===== src/rtl/sass_rx2_if.sv =====
// SASS receiver bundle: serial line in, received word with strobe and status out.
interface sass_rx2_if #(
  parameter int DATA_L = 14
);
  logic              s;
  logic [DATA_L-1:0] data;
  logic              avl;
  logic              perr;
  logic              ferr;
  logic              busy;

  modport master (output s, input data, avl, perr, ferr, busy);
  modport slave  (input s, output data, avl, perr, ferr, busy);
endinterface


===== src/rtl/sass_rx2.sv =====
// Second-generation SASS single-wire receiver: synchronised, 3-sample voted,
// start-validated, optional parity, stop-bit framing check and stuck-low lockout.
module sass_rx2 #(
  parameter int DATA_L     = 14,
  parameter int CLK_F      = 50_000_000,
  parameter int RANGE      = 1_000_000,
  parameter int T          = 300,
  parameter int PARITY_EN  = 0,
  parameter int PARITY_ODD = 0
) (
  input  logic      clk,
  input  logic      rst,
  sass_rx2_if.slave bus
);
  localparam longint T_DL = (longint'(CLK_F) * longint'(T)) / longint'(RANGE);
  localparam int T_D = int'(T_DL);
  localparam int CW  = $clog2(T_D);
  localparam int IW  = (DATA_L > 1) ? $clog2(DATA_L) : 1;

  localparam logic [CW-1:0] CNT_LAST = CW'(T_D - 1);
  localparam logic [CW-1:0] SMP0     = CW'(T_D / 2 - 1);
  localparam logic [CW-1:0] SMP1     = CW'(T_D / 2);
  localparam logic [CW-1:0] SMP2     = CW'(T_D / 2 + 1);
  localparam logic [IW-1:0] IDX_LAST = IW'(DATA_L - 1);
  localparam logic          PAR_ON   = (PARITY_EN != 0) ? 1'b1 : 1'b0;
  localparam logic          ODD_BIT  = (PARITY_ODD != 0) ? 1'b1 : 1'b0;

  generate
    if (T_D < 4) begin : g_bad_t_d
      $error("sass_rx2: bit duration T_D must be at least 4 clocks");
    end
  endgenerate

  typedef enum logic [2:0] {
    ST_IDLE   = 3'd0,
    ST_START  = 3'd1,
    ST_DATA   = 3'd2,
    ST_PARITY = 3'd3,
    ST_STOP   = 3'd4,
    ST_HOLD   = 3'd5
  } state_t;

  state_t            state_r;
  state_t            next_state_s;
  logic              s_meta_r;
  logic              s_q_r;
  logic              s_prev_r;
  logic [CW-1:0]     cnt_r;
  logic [IW-1:0]     idx_r;
  logic              smp0_r;
  logic              smp1_r;
  logic [DATA_L-1:0] shift_r;
  logic              par_r;
  logic [DATA_L-1:0] data_r;
  logic              avl_r;
  logic              perr_r;
  logic              ferr_r;
  logic              busy_r;
  logic              emit_s;

  // The third sample is the live s_q, so the vote settles on the cycle at SMP2.
  wire logic decision_s = (smp0_r & smp1_r) | (smp0_r & s_q_r) | (smp1_r & s_q_r);
  wire logic at_dec_s   = (cnt_r == SMP2);
  wire logic wrap_s     = (cnt_r == CNT_LAST);

  // State register
  always_ff @(posedge clk or negedge rst) begin
    if (!rst) begin
      state_r <= ST_IDLE;
    end else begin
      state_r <= next_state_s;
    end
  end

  // Next-state decode and end-of-frame publish strobe
  always_comb begin
    next_state_s = state_r;
    emit_s       = 1'b0;
    case (state_r)
      ST_IDLE: begin
        if (!s_q_r && s_prev_r) next_state_s = ST_START;
        else                    next_state_s = ST_IDLE;
      end
      ST_START: begin
        if (at_dec_s && decision_s) next_state_s = ST_IDLE;
        else if (wrap_s)            next_state_s = ST_DATA;
        else                        next_state_s = ST_START;
      end
      ST_DATA: begin
        if (wrap_s && (idx_r == IDX_LAST)) next_state_s = PAR_ON ? ST_PARITY : ST_STOP;
        else                               next_state_s = ST_DATA;
      end
      ST_PARITY: begin
        if (wrap_s) next_state_s = ST_STOP;
        else        next_state_s = ST_PARITY;
      end
      ST_STOP: begin
        // Leave mid-stop-bit on a good stop so a back-to-back start edge is seen.
        if (at_dec_s) begin
          emit_s       = 1'b1;
          next_state_s = decision_s ? ST_IDLE : ST_HOLD;
        end else begin
          next_state_s = ST_STOP;
        end
      end
      ST_HOLD: begin
        if (s_q_r) next_state_s = ST_IDLE;
        else       next_state_s = ST_HOLD;
      end
      default: begin
        next_state_s = ST_IDLE;
      end
    endcase
  end

  // Synchroniser, bit timing, sampling, shift register and registered outputs
  always_ff @(posedge clk or negedge rst) begin
    if (!rst) begin
      s_meta_r <= 1'b1;
      s_q_r    <= 1'b1;
      s_prev_r <= 1'b0;
      cnt_r    <= {CW{1'b0}};
      idx_r    <= {IW{1'b0}};
      smp0_r   <= 1'b0;
      smp1_r   <= 1'b0;
      shift_r  <= {DATA_L{1'b0}};
      par_r    <= 1'b0;
      data_r   <= {DATA_L{1'b0}};
      avl_r    <= 1'b0;
      perr_r   <= 1'b0;
      ferr_r   <= 1'b0;
      busy_r   <= 1'b0;
    end else begin
      s_meta_r <= bus.s;
      s_q_r    <= s_meta_r;
      s_prev_r <= s_q_r;

      if ((state_r == ST_IDLE) || (state_r == ST_HOLD) || wrap_s) cnt_r <= {CW{1'b0}};
      else                                                        cnt_r <= cnt_r + CW'(1);

      if (cnt_r == SMP0) smp0_r <= s_q_r;
      if (cnt_r == SMP1) smp1_r <= s_q_r;

      if (state_r == ST_START)                idx_r <= {IW{1'b0}};
      else if ((state_r == ST_DATA) && wrap_s) idx_r <= idx_r + IW'(1);

      if ((state_r == ST_DATA) && at_dec_s)   shift_r[idx_r] <= decision_s;
      if ((state_r == ST_PARITY) && at_dec_s) par_r <= decision_s;

      avl_r <= emit_s;
      if (emit_s) begin
        data_r <= shift_r;
        perr_r <= PAR_ON & ((^shift_r) ^ par_r ^ ODD_BIT);
        ferr_r <= ~decision_s;
      end
      busy_r <= (next_state_s != ST_IDLE);
    end
  end

  assign bus.data = data_r;
  assign bus.avl  = avl_r;
  assign bus.perr = perr_r;
  assign bus.ferr = ferr_r;
  assign bus.busy = busy_r;
endmodule


===== src/flat_wrapper.sv =====
// flat-port wrapper written by rule: the top's interface ports become plain ports
module sass_rx2_flat 
#(
  parameter int DATA_L     = 14,
  parameter int CLK_F      = 50_000_000,
  parameter int RANGE      = 1_000_000,
  parameter int T          = 300,
  parameter int PARITY_EN  = 0,
  parameter int PARITY_ODD = 0
)
  (clk, rst, bus_s, bus_data, bus_avl, bus_perr, bus_ferr, bus_busy);
  sass_rx2_if #(.DATA_L(DATA_L)) bus_i ();
  input  logic clk;
  input  logic rst;
  input wire logic [$bits(bus_i.s)-1:0] bus_s;
  output wire logic [$bits(bus_i.data)-1:0] bus_data;
  output wire logic [$bits(bus_i.avl)-1:0] bus_avl;
  output wire logic [$bits(bus_i.perr)-1:0] bus_perr;
  output wire logic [$bits(bus_i.ferr)-1:0] bus_ferr;
  output wire logic [$bits(bus_i.busy)-1:0] bus_busy;
  assign bus_i.s = bus_s;
  assign bus_data = bus_i.data;
  assign bus_avl = bus_i.avl;
  assign bus_perr = bus_i.perr;
  assign bus_ferr = bus_i.ferr;
  assign bus_busy = bus_i.busy;
  sass_rx2 #(.DATA_L(DATA_L), .CLK_F(CLK_F), .RANGE(RANGE), .T(T), .PARITY_EN(PARITY_EN), .PARITY_ODD(PARITY_ODD)) u_core (.clk(clk), .rst(rst), .bus(bus_i));
endmodule

===== config.mk =====
export PLATFORM = sky130hd
export DESIGN_NAME = sass_rx2_flat
export DESIGN_NICKNAME = d
export VERILOG_FILES = /design/src/rtl/sass_rx2_if.sv /design/src/rtl/sass_rx2.sv /design/src/flat_wrapper.sv
export SDC_FILE = /design/constraint.sdc
export NUM_CORES = 1
export LEC_CHECK = 0
export CELL_PAD_IN_SITES_DETAIL_PLACEMENT = 0
export CELL_PAD_IN_SITES_GLOBAL_PLACEMENT = 1
export CORE_MARGIN = 1
export CORE_UTILIZATION = 47
export DETAILED_ROUTE_END_ITERATION = 10
export PLACE_DENSITY_LB_ADDON = 0.1
export SLEW_MARGIN = 5
export SYNTH_ARGS = -nofsm -noshare
export SYNTH_HDL_FRONTEND = slang
export SYNTH_SLANG_ARGS = --single-unit

===== constraint.sdc =====
create_clock -name clk -period 2.28 [get_ports clk]
set_input_delay 0.456 -clock clk [delete_from_list [all_inputs] [get_ports clk]]
set_output_delay 0.456 -clock clk [all_outputs]
set_load 0.1 [all_outputs]

Yosys cells after proc, flatten, opt, wreduce, memory -nomap -nowiden. Cells that the tools add are included.

$add $sub $neg: 2. Order comparisons: 2. Equality and inequality tests: 10. Multiplexer cells: 17. Bitwise operators: 6. Reduce and logical (&&, ||, !) cells: 12.

Operators with widths (count): 14-bit by 13-bit equality test with 1-bit output, second input constant (3); 3-bit 2-to-1 mux (6); 3-bit one-hot mux with 6 select lines (1); 14-bit by 1-bit adder with 14-bit output, second input constant (1); 14-bit bitwise mux (1); 14-bit equality test, second input constant (1); 14-bit 2-to-1 mux (1); 4-bit 2-to-1 mux (2); 3-bit by 2-bit equality test with 1-bit output, second input constant (2); 3-bit equality test, second input constant (2); 1-bit logical AND (6); 4-bit by 5-bit less-than comparator with 1-bit output, second input constant (1); 4-bit by 1-bit adder with 4-bit output, second input constant (1); 1-bit demux with 4-bit select (1); 4-bit equality test, second input constant (1); 4-bit by 1-bit >= comparator with 1-bit output, second input constant (1); 1-bit 2-to-1 mux (4); 1-bit AND (3); 3-bit by 1-bit equality test with 1-bit output, second input constant (1); 3-bit logical NOT (1); 3-bit nonzero test (1); 1-bit logical OR (2); 2-bit 2-to-1 mux (1); 1-bit bitwise OR (2); other kinds (3) (3).

Register bits after elaboration: 57. Bits of input ports: 3. Output and inout bits: 18. Word-level logic and storage cells: 62.

Longest topological paths before layout.
Depth after elaboration: 7. Depth in mapped cells: 7. Mapped depth without buffers: 6.

Least setup slack after synthesis. No wires, ideal clock.

Path type: register to register. Start point: register u_core.cnt_r[4]. End point: register u_core.shift_r[10]. Library setup time: 125 ps. Data arrival time: 1628 ps. Data required time: 2155 ps. Slack: 527 ps. Cell stages (with the launch flop): 6. Buffers on the path: 1. Clock period less this slack: 1753 ps. Cells stage by stage: dfrtp_1 -> nor4b_2 -> nand4_2 -> buf_6 -> nor3_1 -> mux2_2.

Cells in the longest elaborated chain, start to end: 2.

Ends and longest elaborated chain: from (decl) (RTL line sass_rx2.sv:48) `logic [CW-1:0] cnt_r;`; from (signal assigned) (RTL line sass_rx2.sv:122) `cnt_r <= {CW{1'b0}};`; from (signal assigned) (RTL line sass_rx2.sv:138) `if ((state_r == ST_IDLE) || (state_r == ST_HOLD) || wrap_s) cnt_r <= {CW{1'b0}};`; from (signal assigned) (RTL line sass_rx2.sv:139) `else cnt_r <= cnt_r + CW'(1);`; 14-bit by 13-bit equality test with 1-bit output (RTL line sass_rx2.sv:63) `wire logic at_dec_s = (cnt_r == SMP2);`; 1-bit logical AND (RTL line sass_rx2.sv:147) `if ((state_r == ST_DATA) && at_dec_s) shift_r[idx_r] <= decision_s;`; to (signal assigned) (RTL line sass_rx2.sv:126) `shift_r <= {DATA_L{1'b0}};`; to (signal, indexed assignment) (RTL line sass_rx2.sv:147); to (decl) (RTL line sass_rx2.sv:52) `logic [DATA_L-1:0] shift_r;`.

Every way passes these cells. A chain may end at the register's enable or synchronous reset.

Final worst setup path.
Start point: register u_core.cnt_r[4]. End point: register u_core.shift_r[2].

Same word-level chain as after synthesis.

==> reports/results.tsv <==
metric	value	unit
status	completed	
slowest_delay	0.46	ns
fin_cells	354	
grt_overflow	0	
postCtsSetupBuffers	0	
io_pins	21	
slowest_stage	dfrtp_1	
setup-tns-final	0	ns
p_leak	1.51	nW
drc	0	
dieArea	0.00631	mm²
dp_hpwl	3.77	mm
synth_area	0.00282	mm²
rr_worst_depth	5	
p_sw_share	27.6	%
ctsResizeCount	0	
wl_per_cell	15.1	µm
netlist_instances	251	
period_needed	1.93	ns
maxSlewViolCount	0	
worstPathRequired	2.50	ns
viasPerCell	5.47	
ys_types	54	
cp-start-kind	flip-flop	
hold_violations	0	
yosys_warnings	0	
fmax	518	MHz
critical_path_class	flip-flop to flip-flop	
dieHeight	79.5	µm
fin_area	0.00325	mm²
min_period_over_period	84.7	%
intPower	1.69	mW
maxSlewHeadroom	60.3	%
initial_core_util	50.0	%
ys_ff_latch	57	
end_kind	flip-flop	
drt-initial-drc-count	93	
p_per_area	715	mW/mm²
timing.rr.end	u_core.shift_r[2]$_DFFE_PN0P_	
wl	5.36	mm
r2r_slack	0.35	ns
arrival	2.15	ns
dp_cells	338	
insertion_delay	0.34	ns
drt_first_pass_iters	4	
vias	1938	
die_width	79.5	µm
grt_max_degree	35	
finalSetupViolations	0	
final_nets	287	
cts_buffers	9	
crit_buf_inv	1	
cap_violations	0	
rsz0062_at_grt	no	
synthFlopType	dfrtp_1	
pwr-share-clk	40.2	%
cp.depth	5	
ir_worst_vdd	0.000479	V
postPlaceCellArea	0.00306	mm²
hold_path_class	input pin to asynchronous set/reset pin	
cp_cell_sequence	nor4b_2 > nand4_2 > buf_4 > nor3_1 > mux2_1	
worst_pin_slew	0.596	ns
cts_max_path_buffers	2	
whs	0.106	ns
r2r-start	u_core.cnt_r[4]$_DFF_PN0_	
seqPwrFrac	48.6	%
cts_tree	built	
gp_congestion	0.820	
grt_usage	19.8	%
cts-root-buf	clkbuf_8	
synth_edf_count	0	
clock_skew	0.00754	ns
port_buffers	19	
syn_nets	261	
coreArea	0.00564	mm²
grt_pass1_wl	9.20	mm
antenna_found_initial	0	
fillers	479	
htree_levels	3	
critPathMaxFanout	10	
seq_area_frac_synth	50.7	%
postRouteAntennaNets	0	
clk_pin_slew	0.07	ns
clock_sinks	57	
syn_to_final_growth	15.4	%
synth.avg_cell_area	11.2	µm²
rows	27	
grt_pass1_vias	1850	
pwr-share-comb	11.1	%
async_flop_share	100	%
power_switching	0.641	mW
cp_top_family	simple AND/OR/NAND/NOR gates	
diodes	0	
drive_gt1_share	25.5	%
holdBufCountCts	0	
-- power by group through the flow --
stage / sequential (mW) / clock (mW) / combinational (mW)
after floorplan: 1.15 / 0 / 0.154
after global routing: 1.14 / 0.997 / 0.291
final: 1.13 / 0.936 / 0.259
after global placement: 1.15 / 0 / 0.254
after detailed placement: 1.15 / 0 / 0.259
after CTS: 1.13 / 0.962 / 0.261
-- placed cells by master (no fill, tap or decap), types with 4 or more instances in the layout --
cell type and instances:
dfrtp_1 55, inv_1 10, nand3_1 14, o21ai_0 5, nand2_1 8, clkbuf_8 10, xnor2_1 7, nor4_1 4
nor2_1 22, xor2_1 4, nor3_1 8, a21oi_1 4, buf_4 24, nand4_1 7, ha_1 7, mux2_1 15
mux2_2 15
-- routing by layer --
metal / track usage [%] / up-vias / share of wire [%]
met3: 3.43 / 11 / 2.8
met1: 29.4 / 943 / 53
met4: 12.0 / 0 / 2.5
met2: 26.6 / 29 / 41
li1: - / 955 / -
met5: 0 / - / 0
-- synthesized netlist by cell type, drive strengths merged, types with 4 or more instances --
master	number	area, µm²
nand4	9	68.8
nor2	23	93.8
buf	5	42.5
nand2	9	36.3
nor4	4	25.0
ha	7	87.6
o21ai	6	30.0
mux2	30	338
nand3	14	70.1
nor3	10	60.1
clkbuf	7	26.3
inv	10	37.5
a21oi	4	20.0
xnor2	7	61.3
dfrtp	55	1380
xor2	4	35.0
-- stage by stage --
step | setup WS (ns) | power [mW] | utilization, %
after floorplan | 0.527 | 1.31 | -
after global placement | 0.387 | 1.40 | 54.2
after detailed placement | 0.357 | 1.41 | 54.2
after CTS | 0.349 | 2.35 | 57.7
after global routing | 0.200 | 2.43 | 57.7
final | 0.349 | 2.33 | 57.7
-- worst max-delay path by stage --
stage                                            to                 startpoint
floorplan            u_core.shift_r[10]$_DFFE_PN0P_  u_core.cnt_r[4]$_DFF_PN0_
global placement    u_core.bus.data[11]$_DFFE_PN0P_  u_core.cnt_r[1]$_DFF_PN0_
detailed placement   u_core.bus.data[5]$_DFFE_PN0P_  u_core.cnt_r[4]$_DFF_PN0_
CTS                  u_core.bus.data[5]$_DFFE_PN0P_  u_core.cnt_r[4]$_DFF_PN0_
global route          u_core.shift_r[2]$_DFFE_PN0P_  u_core.cnt_r[4]$_DFF_PN0_
finish                u_core.shift_r[2]$_DFFE_PN0P_  u_core.cnt_r[4]$_DFF_PN0_
-- kinds of logic after synthesis --
group	synth area share, %
compound gates	6.03
xor+xnor	3.42
fa+ha+maj	3.46
buf+inv	3.77
flops	50.7
mux	12.0
other cells	0.133
simple gates	20.5
-- final cells by class --
class / count / area (µm²) / share of cell area [%]
clock buffer: 11 / 141 / 4.35
clock inverter: 5 / 55.1 / 1.69
inverter: 10 / 37.5 / 1.15
multi-input combinational: 172 / 1280 / 39.5
sequential: 57 / 1430 / 43.9
tap: 72 / 90.1 / 2.77
timing repair buffer: 27 / 215 / 6.62
-- registers in the layout, summed over array words and instances, names as in the netlist --
| register | cells |
|---|---|
| u_core.s_q_r | 1 |
| u_core.cnt_r | 14 |
| u_core.bus.busy | 1 |
| u_core.smp0_r | 1 |
| u_core.state_r | 3 |
| u_core.bus.ferr | 1 |
| u_core.s_meta_r | 1 |
| u_core.bus.avl | 1 |
| u_core.shift_r | 14 |
| u_core.smp1_r | 1 |
| u_core.idx_r | 4 |
| u_core.bus.data | 14 |
| u_core.s_prev_r | 1 |
(Power assumes the default switching activity.)
